$ cat config.mk
export PLATFORM = sky130hd
export DESIGN_NAME = hs_to_stream_adapter
export DESIGN_NICKNAME = d
export VERILOG_FILES = /design/src/rtl/hs_to_stream_adapter.sv
export SDC_FILE = /design/constraint.sdc
export NUM_CORES = 1
export LEC_CHECK = 0
export CELL_PAD_IN_SITES_DETAIL_PLACEMENT = 2
export CELL_PAD_IN_SITES_GLOBAL_PLACEMENT = 2
export CORE_MARGIN = 1
export CORE_UTILIZATION = 25
export CTS_CLUSTER_SIZE = 30
export DETAILED_ROUTE_END_ITERATION = 16
export HOLD_SLACK_MARGIN = 0.05
export PLACE_DENSITY_LB_ADDON = 0.1
export SYNTH_ARGS = -nofsm -noshare
export SYNTH_HDL_FRONTEND = slang
export SYNTH_SLANG_ARGS = --single-unit
$ cat constraint.sdc
create_clock -name clk -period 3.95 [get_ports clk]
set_input_delay 0.5925 -clock clk [delete_from_list [all_inputs] [get_ports clk]]
set_output_delay 0.5925 -clock clk [all_outputs]
set_load 0.03 [all_outputs]
$ cat src/rtl/hs_to_stream_adapter.sv
`default_nettype none
// ============================================================================
//  Module      : hs_to_stream_adapter
//  Description : Converts an ap_hs word handshake into an AXI-Stream master.
//                Words pass through a 2-entry FIFO. A small packet tracker
//                reads each header's length field and marks the final beat
//                of every packet with tlast.
//  Revision    : 1.0 - initial release
// ============================================================================
module hs_to_stream_adapter #(
    parameter logic [7:0] ACC_ID  = 8'h00,
    parameter int         LEN_LSB = 32
) (
    input  logic        clk,
    input  logic        rst,
    input  logic [63:0] in_hs,
    input  logic        in_hs_ap_vld,
    output logic        in_hs_ap_ack,
    output logic [63:0] outStream_tdata,
    output logic        outStream_tvalid,
    input  logic        outStream_tready,
    output logic        outStream_tlast,
    output logic [7:0]  outStream_tid,
    output logic        busy
);

    typedef enum logic [0:0] {
        HEADER  = 1'b0,
        PAYLOAD = 1'b1
    } state_t;

    localparam logic [1:0] c_DEPTH = 2'd2;

    logic [63:0] r_data [2];
    logic        r_last [2];
    logic        r_wr_ptr;
    logic        r_rd_ptr;
    logic [1:0]  r_count;

    state_t      r_state;
    logic [7:0]  r_remaining;

    logic        w_push;
    logic        w_pop;
    logic        w_push_last;
    logic [7:0]  w_len;

    assign w_len  = in_hs[LEN_LSB +: 8];
    assign w_push = in_hs_ap_vld && in_hs_ap_ack;
    assign w_pop  = outStream_tvalid && outStream_tready;

    always_comb begin
        w_push_last = 1'b0;
        if (r_state == HEADER) begin
            w_push_last = (w_len == 8'd0);
        end else begin
            w_push_last = (r_remaining == 8'd1);
        end
    end

    // Storage and pointers; a simultaneous push and pop leaves the count alone.
    always_ff @(posedge clk) begin
        if (rst) begin
            r_wr_ptr <= 1'b0;
            r_rd_ptr <= 1'b0;
            r_count  <= 2'd0;
        end else begin
            if (w_push) begin
                r_data[r_wr_ptr] <= in_hs;
                r_last[r_wr_ptr] <= w_push_last;
                r_wr_ptr         <= ~r_wr_ptr;
            end
            if (w_pop) begin
                r_rd_ptr <= ~r_rd_ptr;
            end
            case ({w_push, w_pop})
                2'b10:   r_count <= r_count + 2'd1;
                2'b01:   r_count <= r_count - 2'd1;
                default: r_count <= r_count;
            endcase
        end
    end

    // Packet tracker advances only on accepted input words.
    always_ff @(posedge clk) begin
        if (rst) begin
            r_state     <= HEADER;
            r_remaining <= 8'd0;
        end else if (w_push) begin
            case (r_state)
                HEADER: begin
                    if (w_len != 8'd0) begin
                        r_remaining <= w_len;
                        r_state     <= PAYLOAD;
                    end
                end
                PAYLOAD: begin
                    r_remaining <= r_remaining - 8'd1;
                    if (r_remaining == 8'd1) begin
                        r_state <= HEADER;
                    end
                end
                default: begin
                    r_state     <= HEADER;
                    r_remaining <= 8'd0;
                end
            endcase
        end
    end

    assign in_hs_ap_ack     = !rst && (r_count < c_DEPTH);
    assign outStream_tvalid = (r_count != 2'd0);
    assign outStream_tdata  = r_data[r_rd_ptr];
    // Gated so a stale head entry never shows tlast while idle.
    assign outStream_tlast  = outStream_tvalid && r_last[r_rd_ptr];
    assign outStream_tid    = ACC_ID;
    assign busy             = (r_state == PAYLOAD) || (r_count != 2'd0);

endmodule
`default_nettype wire

* Word-level counts from Yosys, hierarchy flattened *
Memories as Yosys holds them, arrays and structs flattened. A register that Yosys moved wholly into a read port is not among the register bits.
Index checks and enable logic that the tools add are counted.

storage, ports and cells
  logic and storage cells = 43
  output and inout port bits = 76
  bits in writable memories = 130
  memories = 2
  register bits = 13
  input port bits = 68

operators by class
  reductions and logical operators = 11
  order comparisons = 1
  equal/unequal tests = 4
  add/sub/neg operators = 3
  bitwise gates (word level) = 3
  mux-type cells = 14

memory list
  memory  depth  bits a word  read ports  clocked after memory_dff  write ports  line  source
  r_data  2      64           1           1                         1            34    logic [63:0] r_data [2];
  r_last  2      1            1           1                         1            35    logic r_last [2];

operators with widths
  cell                 number
  $pmux 8 s2           1
  $mux 1               10
  $eq 8x1->1 const B   1
  $logic_not 8->1      1
  $mux 8               1
  $reduce_bool 8->1    1
  $sub 8x1->8 const B  1
  $logic_and 1x1->1    4
  $pmux 2 s2           1
  $reduce_bool 2->1    2
  $not 1->1            3
  $add 2x1->2 const B  1
  $eq 2x1->1 const B   1
  $eq 2x2->1 const B   1
  $lt 2x2->1 const B   1
  $ne 2x1->1 const B   1
  $pmux 1 s2           1
  $reduce_and 2->1     1
  $sub 2x1->2 const B  1
  $logic_not 1->1      1
  $logic_or 1x1->1     1

* Longest topological paths before layout *
Gate-level depths: netlist (run 1).

  depth in word-level cells = 6
  depth in mapped cells = 7
  depth with buffers taken out = 7

* Least setup slack after synthesis (run 1) *
Ideal clock, no wire load.

  path kind = input port to flip-flop
  from = input in_hs_ap_vld
  to = memory r_data[0][0] (enable)
  slack = -240 ps
  stages = 3
  arrival = 3701 ps
  library setup time = 488 ps
  required time = 3462 ps
  buffers on the path = 0
  path through = nor3b_4 -> inv_4 -> nor2_1

on the way
  word-level cells in the longest chain between the ends = 4

RTL lines
  what                          line  source
  from (decl)                   17    input logic in_hs_ap_vld,
  $logic_and 1x1->1             49    assign w_push = in_hs_ap_vld && in_hs_ap_ack;
  $mux 1                        68    if (w_push) begin
  $mux 1                        63    if (rst) begin
  $mux 1 (implied by the code)  69    r_data[r_wr_ptr] <= in_hs;
  to (decl)                     34

Every way passes these cells.

==> flow_metrics.env, run 1 <==
export IMPL_wl_per_cell_um=17.4
export IMPL_grt_pass1_vias=3475
export IMPL_cts_made_buffers=17
export IMPL_htree_levels=4
export IMPL_ir_drop_mv=0.356
export IMPL_die_height_um=151
export IMPL_reg2reg_from="r_state"
export IMPL_nets=524
export IMPL_syn_area_um2=5520
export IMPL_holdWs_ns=0.503
export IMPL_synthArstFlopShare=0
export IMPL_diodes=0
export IMPL_portBuffers=135
export IMPL_critical_path_class="reg -> out"
export IMPL_cp_required_ns=3.36
export IMPL_clkTransAtPathRegs_ns=0.06
export IMPL_layout_drive_gt1_share=0.230
export IMPL_ys_types=40
export IMPL_synth_cells=306
export IMPL_period_share=0.776
export IMPL_min_from="r_remaining[5]"
export IMPL_crit_chain="mux2_2 > clkdlybuf4s50_1"
export IMPL_first_pass_iters=4
export IMPL_routabilityCongestion=0.715
export IMPL_area_growth_pct=42.1
export IMPL_antenna_found_initial=0
export IMPL_ioPinCount=144
export IMPL_dp_hpwl_mm=8.23
export IMPL_cpPeakStageDelay_ns=0.95
export IMPL_drt_iter0_drc=86
export IMPL_n_fill_cell=2125
export IMPL_holdBufCountCts=0
export IMPL_grt_start_max_net_pins=66
export IMPL_dp_cells=709
export IMPL_clock_path_buffers=2
export IMPL_tightestPinTransition_ns=0.952
export IMPL_synth_top_cell_by_area="edfxtp_1"
export IMPL_cts_setup_buffers=0
export IMPL_min_path_type="reg -> reg"
export IMPL_finalCriticalPeriod_ns=3.07
export IMPL_fin_cells=740
export IMPL_setup_tns_ns=0
export IMPL_skew_ns=0.0138
export IMPL_wirelength_mm=12.9
export IMPL_ys_top_cells_by_count="edfxtp_1, mux2_2, dfxtp_1, nor2_1, buf_4"
export IMPL_viasPerCell=4.24
export IMPL_seq_area_frac_synth=0.759
export IMPL_grt_pass1_wl_mm=19.6
export IMPL_root_buffer="clkbuf_16"
export IMPL_dr_total_vias=3138
export IMPL_cts_tree="done"
export IMPL_cp_slowest_cell="dfxtp_4"
export IMPL_synth_area_leaders="edfxtp_1, mux2_2, dfxtp_1"
export IMPL_die_w_um=151
export IMPL_critical_path_top_delay_family="flip-flops"
export IMPL_slew_headroom=0.366
export IMPL_end_kind="output port"
export IMPL_start_kind="flip-flop"
export IMPL_grt_overflow_total=0
export IMPL_post_cts_resized=0
export IMPL_antenna_left=0
export IMPL_setup_viol=0
export IMPL_clock_sinks=144
export IMPL_fmax_mhz=326
export IMPL_worstPathArrival_ns=2.47
export IMPL_avgSynthCellArea_um2=18.0
export IMPL_cp_num_buf_inv=1
export IMPL_yosysMostFrequentCell="edfxtp_1"
export IMPL_fp_row_count=53
export IMPL_post_route_drc_count=0
export IMPL_grt_usage=0.119
export IMPL_clkLatencyLatePin_ns=0.42
export IMPL_start_util=0.258
export IMPL_p_leak_nw=2.60
export IMPL_fp_coreArea_um2=21400
export IMPL_slew_viol_final=0
export IMPL_dieArea_um2=22700
export IMPL_synth_top_area_share=0.708
export IMPL_power_density_nw_per_um2=637
export IMPL_final_hold_violation_count=0
export IMPL_ys_seq_elements=144
export IMPL_cap_violations=0
export IMPL_status="finished, final reports clean"
export IMPL_synth_flop_cell="edfxtp_1"
export IMPL_synth_warnings=0
export IMPL_rsz0062_at_grt="false"
export IMPL_synth_edf_count=130
export IMPL_worstPathMaxFanout=65
## sequential cells by signal, summed over array words and instances, names as in the netlist, named ones only
name,cells
r_remaining,8
r_state,1
r_wr_ptr,1
r_last,2
r_data,128
r_count,2
r_rd_ptr,1
## worst register-to-register path, delay by kind of cell, from the launching register on
| family | cells | cell delay, ns |
|---|---|---|
| compound gates | 2 | 0.40 |
| flops | 1 | 0.56 |
| buf+inv | 1 | 0.42 |
| simple gates | 1 | 0.64 |
## through the flow
| stage | power [W] | setup WS, ns | utilization | area [µm²] |
|---|---|---|---|---|
| after global routing | 0.00522 | 0.743 | 0.367 | 7840 |
| after global placement | 0.00331 | 1.16 | 0.337 | 7200 |
| after floorplan | 0.00274 | 0.858 | - | 5540 |
| final | 0.00499 | 0.884 | 0.367 | 7840 |
| after detailed placement | 0.00332 | 1.13 | 0.337 | 7200 |
| after CTS | 0.00509 | 0.780 | 0.367 | 7840 |
## cell usage in the layout, fill, tap and decap left out, types with 2 or more instances in the layout
master | netlist | layout
conb_1 | 1 | 8
a21oi_1 | 6 | 6
nand3_1 | 2 | 2
a31o_2 | 3 | 3
xnor2_1 | 3 | 3
edfxtp_1 | 130 | 130
mux2i_1 | 2 | 2
inv_1 | 5 | 5
nand2_1 | 4 | 4
mux2_2 | 64 | 64
a211oi_1 | 3 | 3
ha_1 | 3 | 3
nor2_1 | 12 | 11
dfxtp_1 | 14 | 13
o21ai_0 | 6 | 6
bufinv_16 | 0 | 5
clkinvlp_4 | 0 | 2
buf_12 | 0 | 2
nand2b_1 | 3 | 3
nor3_1 | 3 | 3
or4_1 | 2 | 2
inv_6 | 0 | 3
clkinv_1 | 1 | 2
or3_1 | 5 | 5
clkdlybuf4s50_1 | 0 | 135
clkbuf_16 | 0 | 17
## kinds of logic after synthesis
| group | synth area share |
|---|---|
| AOI/OAI and AO/OA | 0.0331 |
| xor gates and xnor gates | 0.00635 |
| adders and majority gates | 0.00681 |
| buffers and inverters | 0.0231 |
| DFF | 0.759 |
| muxes | 0.134 |
| other | 0.000680 |
| and+or+nand+nor | 0.0370 |
## final timing paths
| check | slack [ns] | to | cells past startpoint |
|---|---|---|---|
| worst max-delay path | 0.88 | outStream_tdata[21] | 2 |
| worst min-delay path | 0.50 | r_remaining[5] | 2 |
| worst max register to register | 1.82 | r_state | 4 |
| worst min register to register | 0.50 | r_remaining[5] | 2 |
## routing by layer
metal	vias to the layer above	routed length [µm]	GRT usage
li1	1466	-	-
met1	1574	5730	0.149
met2	86	6330	0.196
met3	12	649	0.0321
met4	0	167	0.0455
met5	-	0	0
## final cells by class
cell class              count  area [µm²]  area share
flip-flops and latches    144        4190       0.534
repair buffers            138        1400       0.179
multi-input cells         145        1240       0.158
clock buffers              18         429      0.0548
well taps                 275         344      0.0439
clock inverters            13         209      0.0267
inverters                   7        28.8     0.00367
## power by group
part / internal, W / switching, W
Combinational: 0.000620 / 0.000692
Clock: 0.00112 / 0.000615
Sequential: 0.00180 / 0.000144
Total: 0.00354 / 0.00145
Note: power is estimated with default switching activity, not from simulation.
==> run 2, diff against run 1 <==
==> constraint.sdc (replaced) <==
create_clock -name clk -period 3 [get_ports clk]
set_input_delay 0.45 -clock clk [delete_from_list [all_inputs] [get_ports clk]]
set_output_delay 0.45 -clock clk [all_outputs]
set_load 0.03 [all_outputs]
==> run 2 against run 1 <==
Compared with the run above: clock-buffer cell count is 1 lower; cell area is 0.48% higher; wire length up 4.0%; via count up 2.5%; total power grew 30%; die area unchanged; critical endpoint is now outStream_tdata[10].
==> flow_metrics.env, run 2 (synthesis results as in run 1) <==
export IMPL_status="finished, final reports clean"
export IMPL_antenna_left=0
export IMPL_die_w_um=151
export IMPL_setup_tns_ns=0
export IMPL_diodes=0
export IMPL_clkTransAtPathRegs_ns=0.06
export IMPL_holdBufCountCts=0
export IMPL_htree_levels=4
export IMPL_root_buffer="clkbuf_16"
export IMPL_area_growth_pct=42.8
export IMPL_layout_common_cells="clkdlybuf4s50_1, edfxtp_1, mux2_2, clkbuf_16, dfxtp_1"
export IMPL_worstPathMaxFanout=23
export IMPL_grt_usage=0.122
export IMPL_critical_path_class="reg -> out"
export IMPL_cp_required_ns=2.55
export IMPL_die_height_um=151
export IMPL_cts_setup_buffers=0
export IMPL_cts_tree="done"
export IMPL_drt_iter0_drc=117
export IMPL_tightestPinTransition_ns=0.510
export IMPL_routabilityCongestion=0.692
export IMPL_nets=528
export IMPL_antenna_found_initial=0
export IMPL_start_kind="flip-flop"
export IMPL_clkLatencyLatePin_ns=0.42
export IMPL_worstPathArrival_ns=2.23
export IMPL_period_share=0.895
export IMPL_ioPinCount=144
export IMPL_top_regs="r_data: 128 flops, r_remaining: 8 flops"
export IMPL_finalCriticalPeriod_ns=2.68
export IMPL_reg2reg_from="r_count[1]"
export IMPL_clock_path_buffers=2
export IMPL_clock_sinks=144
export IMPL_p_leak_nw=2.62
export IMPL_holdWs_ns=0.496
export IMPL_start_util=0.258
export IMPL_viasPerCell=4.32
export IMPL_place_area_um2=7270
export IMPL_min_from="r_remaining[5]"
export IMPL_setup_viol=0
export IMPL_grt_pass1_vias=3486
export IMPL_min_path_type="reg -> reg"
export IMPL_fp_row_count=53
export IMPL_cts_made_buffers=17
export IMPL_top_register="r_data"
export IMPL_largest_register_ffs=128
export IMPL_grt_pass1_wl_mm=20.0
export IMPL_power_density_nw_per_um2=827
export IMPL_ir_drop_mv=0.342
export IMPL_fmax_mhz=373
export IMPL_dr_total_vias=3216
export IMPL_post_cts_resized=0
export IMPL_skew_ns=0.00948
export IMPL_slew_viol_final=0
export IMPL_layout_cells_most_common="clkdlybuf4s50_1"
export IMPL_final_hold_violation_count=0
export IMPL_layout_drive_gt1_share=0.240
export IMPL_grt_overflow_total=0
export IMPL_post_route_drc_count=0
export IMPL_portBuffers=135
export IMPL_cap_violations=0
export IMPL_grt_start_max_net_pins=66
export IMPL_end_kind="output port"
export IMPL_first_pass_iters=4
export IMPL_dp_hpwl_mm=8.83
export IMPL_dieArea_um2=22700
export IMPL_postLayoutCellArea_um2=7870
export IMPL_fp_coreArea_um2=21400
export IMPL_wirelength_mm=13.4
export IMPL_rsz0062_at_grt="false"
export IMPL_slew_headroom=0.657
export IMPL_wl_per_cell_um=18.0
-- run 2: cell count changes in the layout (fill, tap and decap cells not counted), sizes merged --
cell / delta
buf: +4
bufinv: -2
clkbuf: -1
clkinv: +1
clkinvlp: +1
inv: +2
-- run 2: final cells by class --
type	count	area, µm²
clock buffers	17	425
clock inverters	15	183
fillers	2105	13500
inverters	7	28.8
multi-input cells	145	1240
flip-flops and latches	144	4190
well taps	275	344
repair buffers	142	1470
-- run 2: worst max-delay path: stages, from the launching register on --
cell             delay (ns)
dfxtp_4                0.57
buf_12                 0.24
mux2_2                 0.36
clkdlybuf4s50_1        0.63
-- run 2: report_power, final --
part | internal (W) | switching (W) | leakage (nW)
logic | 0.000854 | 0.00102 | 1.02
clock network | 0.00132 | 0.000845 | 0.289
registers | 0.00237 | 0.000106 | 1.31
total | 0.00454 | 0.00197 | 2.62
-- run 2: worst paths after layout --
path / slack (ns) / to / cells past startpoint
worst max-delay path: 0.32 / outStream_tdata[10] / 3
worst min-delay path: 0.50 / r_remaining[5] / 2
worst max register to register: 1.08 / r_count[1] / 6
worst min register to register: 0.50 / r_remaining[5] / 2
-- run 2: stage by stage --
stage,cells,util,total power (W),setup slack [ns]
after global placement,713,0.340,0.00440,0.565
after global routing,745,0.369,0.00681,0.208
after floorplan,313,-,0.00361,0.0504
after CTS,745,0.369,0.00665,0.222
final,745,0.369,0.00651,0.315
after detailed placement,713,0.340,0.00443,0.539
-- run 2: layer usage --
metal | wire [µm] | vias to the layer above | part of all wire | track usage
met5 | 0 | - | 0 | 0
li1 | - | 1479 | - | -
met3 | 691 | 8 | 0.052 | 0.0391
met2 | 6740 | 87 | 0.50 | 0.204
met1 | 5830 | 1642 | 0.44 | 0.146
met4 | 136 | 0 | 0.010 | 0.0455
==> run 3, diff against run 2 <==
==> constraint.sdc (replaced) <==
create_clock -name clk -period 2.3 [get_ports clk]
set_input_delay 0.345 -clock clk [delete_from_list [all_inputs] [get_ports clk]]
set_output_delay 0.345 -clock clk [all_outputs]
set_load 0.03 [all_outputs]
==> run 3 against run 2 <==
Compared with the run above: wire length shrank 1.4%; sequential share of layout area shrank 0.24 points; clock skew is 0.0032 ns lower; die area is the same; global-route usage rose by 0.12 points; flip-flop and latch count unchanged; clock power increased by 37%; clock-buffer cell count increased by 1; utilization is 0.16 points higher; combinational power grew 26%; cell count is 1.1% higher; largest cell class unchanged; first-iteration DRC count decreased by 6.0%; highest routed layer unchanged.
==> flow_metrics.env, run 3 (synthesis results as in run 1) <==
export IMPL_status="finished, final reports clean"
export IMPL_grt_overflow_total=0
export IMPL_worstPathArrival_ns=1.79
export IMPL_portBuffers=135
export IMPL_cap_violations=0
export IMPL_dr_total_vias=3229
export IMPL_clkTransAtPathRegs_ns=0.06
export IMPL_r2r_setup_slack_ns=0.51
export IMPL_period_share=0.928
export IMPL_pwr_share_clk=0.349
export IMPL_critical_path_class="reg -> out"
export IMPL_rr_worst_depth=4
export IMPL_wl_per_cell_um=17.5
export IMPL_die_height_um=151
export IMPL_top_regs="r_data: 128 flops, r_remaining: 8 flops"
export IMPL_worstPathMaxFanout=15
export IMPL_skew_ns=0.00624
export IMPL_swShare=0.304
export IMPL_layout_common_cells="edfxtp_1, clkdlybuf4s50_1, mux2_2, dlygate4sd2_1, clkbuf_16"
export IMPL_grt_start_max_net_pins=42
export IMPL_end_kind="output port"
export IMPL_clock_sinks=144
export IMPL_viasPerCell=4.29
export IMPL_dp_hpwl_mm=8.92
export IMPL_place_area_um2=7350
export IMPL_area_growth_pct=43.4
export IMPL_ir_drop_mv=0.493
export IMPL_clkLatencyLatePin_ns=0.42
export IMPL_pwr_share_seq=0.375
export IMPL_root_buffer="clkbuf_16"
export IMPL_layout_drive_gt1_share=0.266
export IMPL_htree_levels=4
export IMPL_combPwrFrac=0.277
export IMPL_die_w_um=151
export IMPL_grt_pass1_vias=3565
export IMPL_fp_row_count=53
export IMPL_holdBufCountCts=0
export IMPL_dieArea_um2=22700
export IMPL_cts_tree="done"
export IMPL_setup_tns_ns=0
export IMPL_start_kind="flip-flop"
export IMPL_wirelength_mm=13.2
export IMPL_post_route_drc_count=0
export IMPL_layout_cells_most_common="edfxtp_1"
export IMPL_largest_register_ffs=128
export IMPL_p_int_w=0.00591
export IMPL_grt_pass1_wl_mm=20.0
export IMPL_postLayoutCellArea_um2=7910
export IMPL_setup_viol=0
export IMPL_fp_coreArea_um2=21400
export IMPL_rsz0062_at_grt="false"
export IMPL_crit_end="outStream_tdata[58]"
export IMPL_diodes=0
export IMPL_grt_usage=0.123
export IMPL_antenna_left=0
export IMPL_fmax_mhz=469
export IMPL_finalCriticalPeriod_ns=2.13
export IMPL_start_util=0.258
export IMPL_fin_ws_ns=0.166
export IMPL_top_register="r_data"
export IMPL_cp_required_ns=1.96
export IMPL_antenna_found_initial=0
export IMPL_first_pass_iters=4
export IMPL_switchingPower_w=0.00258
export IMPL_p_leak_nw=2.78
export IMPL_cts_setup_buffers=0
export IMPL_cts_made_buffers=17
export IMPL_ioPinCount=144
export IMPL_place_ws_ns=0.114
export IMPL_min_path_type="reg -> reg"
export IMPL_n_fill_cell=2135
export IMPL_r2r_end="r_state"
export IMPL_drt_iter0_drc=110
export IMPL_clock_path_buffers=2
export IMPL_final_hold_violation_count=0
export IMPL_routabilityCongestion=0.730
export IMPL_power_density_nw_per_um2=1070
export IMPL_reg2reg_from="r_remaining[3]"
export IMPL_slew_viol_final=0
export IMPL_nets=536
[run 3: cell type report]
type	instances	area (µm²)	share of cell area
timing repair buffer	150	1480	0.187
multi-input combinational	145	1240	0.157
tap	275	344	0.0435
clock buffer	18	429	0.0543
clock inverter	14	204	0.0258
sequential	144	4190	0.530
inverter	7	28.8	0.00364
[run 3: worst min-delay path by stage]
stage                         startpoint              to  cells past startpoint
after floorplan                      rst  r_remaining[0]                      1
after global placement    r_remaining[5]  r_remaining[5]                      2
after detailed placement  r_remaining[5]  r_remaining[5]                      2
after CTS                      in_hs[29]   r_data[0][29]                      1
after global routing           in_hs[29]   r_data[0][29]                      1
final                     r_remaining[5]  r_remaining[5]                      2
[run 3: repair_timing]
action / 4_1_cts / 5_1_grt
gates resized for setup: 60 / 1
cloned: 0 / 0
endpoints found under the setup margin: 60 / 1
[run 3: routing by layer]
layer | global-route usage | vias up | share of wire
met2 | 0.211 | 87 | 0.50
met1 | 0.142 | 1629 | 0.43
met4 | 0.0561 | 0 | 0.014
li1 | - | 1497 | -
met3 | 0.0348 | 16 | 0.048
met5 | 0 | - | 0
[run 3: critical path, cell delays in order (launching register included)]
cell           delay (ns)
dfxtp_4              0.38
buf_4                0.27
mux2_2               0.36
dlygate4sd2_1        0.36
[run 3: stage by stage]
step / util / power [W] / cells / hold WS (ns)
final: 0.370 / 0.00849 / 753 / 0.483
after global routing: 0.370 / 0.00889 / 753 / 0.486
after CTS: 0.370 / 0.00867 / 753 / 0.481
after detailed placement: 0.344 / 0.00584 / 721 / 0.478
after global placement: 0.344 / 0.00581 / 721 / 0.458
after floorplan: - / 0.00471 / 313 / 0.418
[run 3: power groups by stage]
stage	combinational (W)	clock (W)	sequential, W
final	0.00235	0.00296	0.00318
after global routing	0.00252	0.00316	0.00321
after CTS	0.00242	0.00306	0.00318
after detailed placement	0.00260	0	0.00324
after global placement	0.00258	0	0.00322
after floorplan	0.00150	0	0.00320
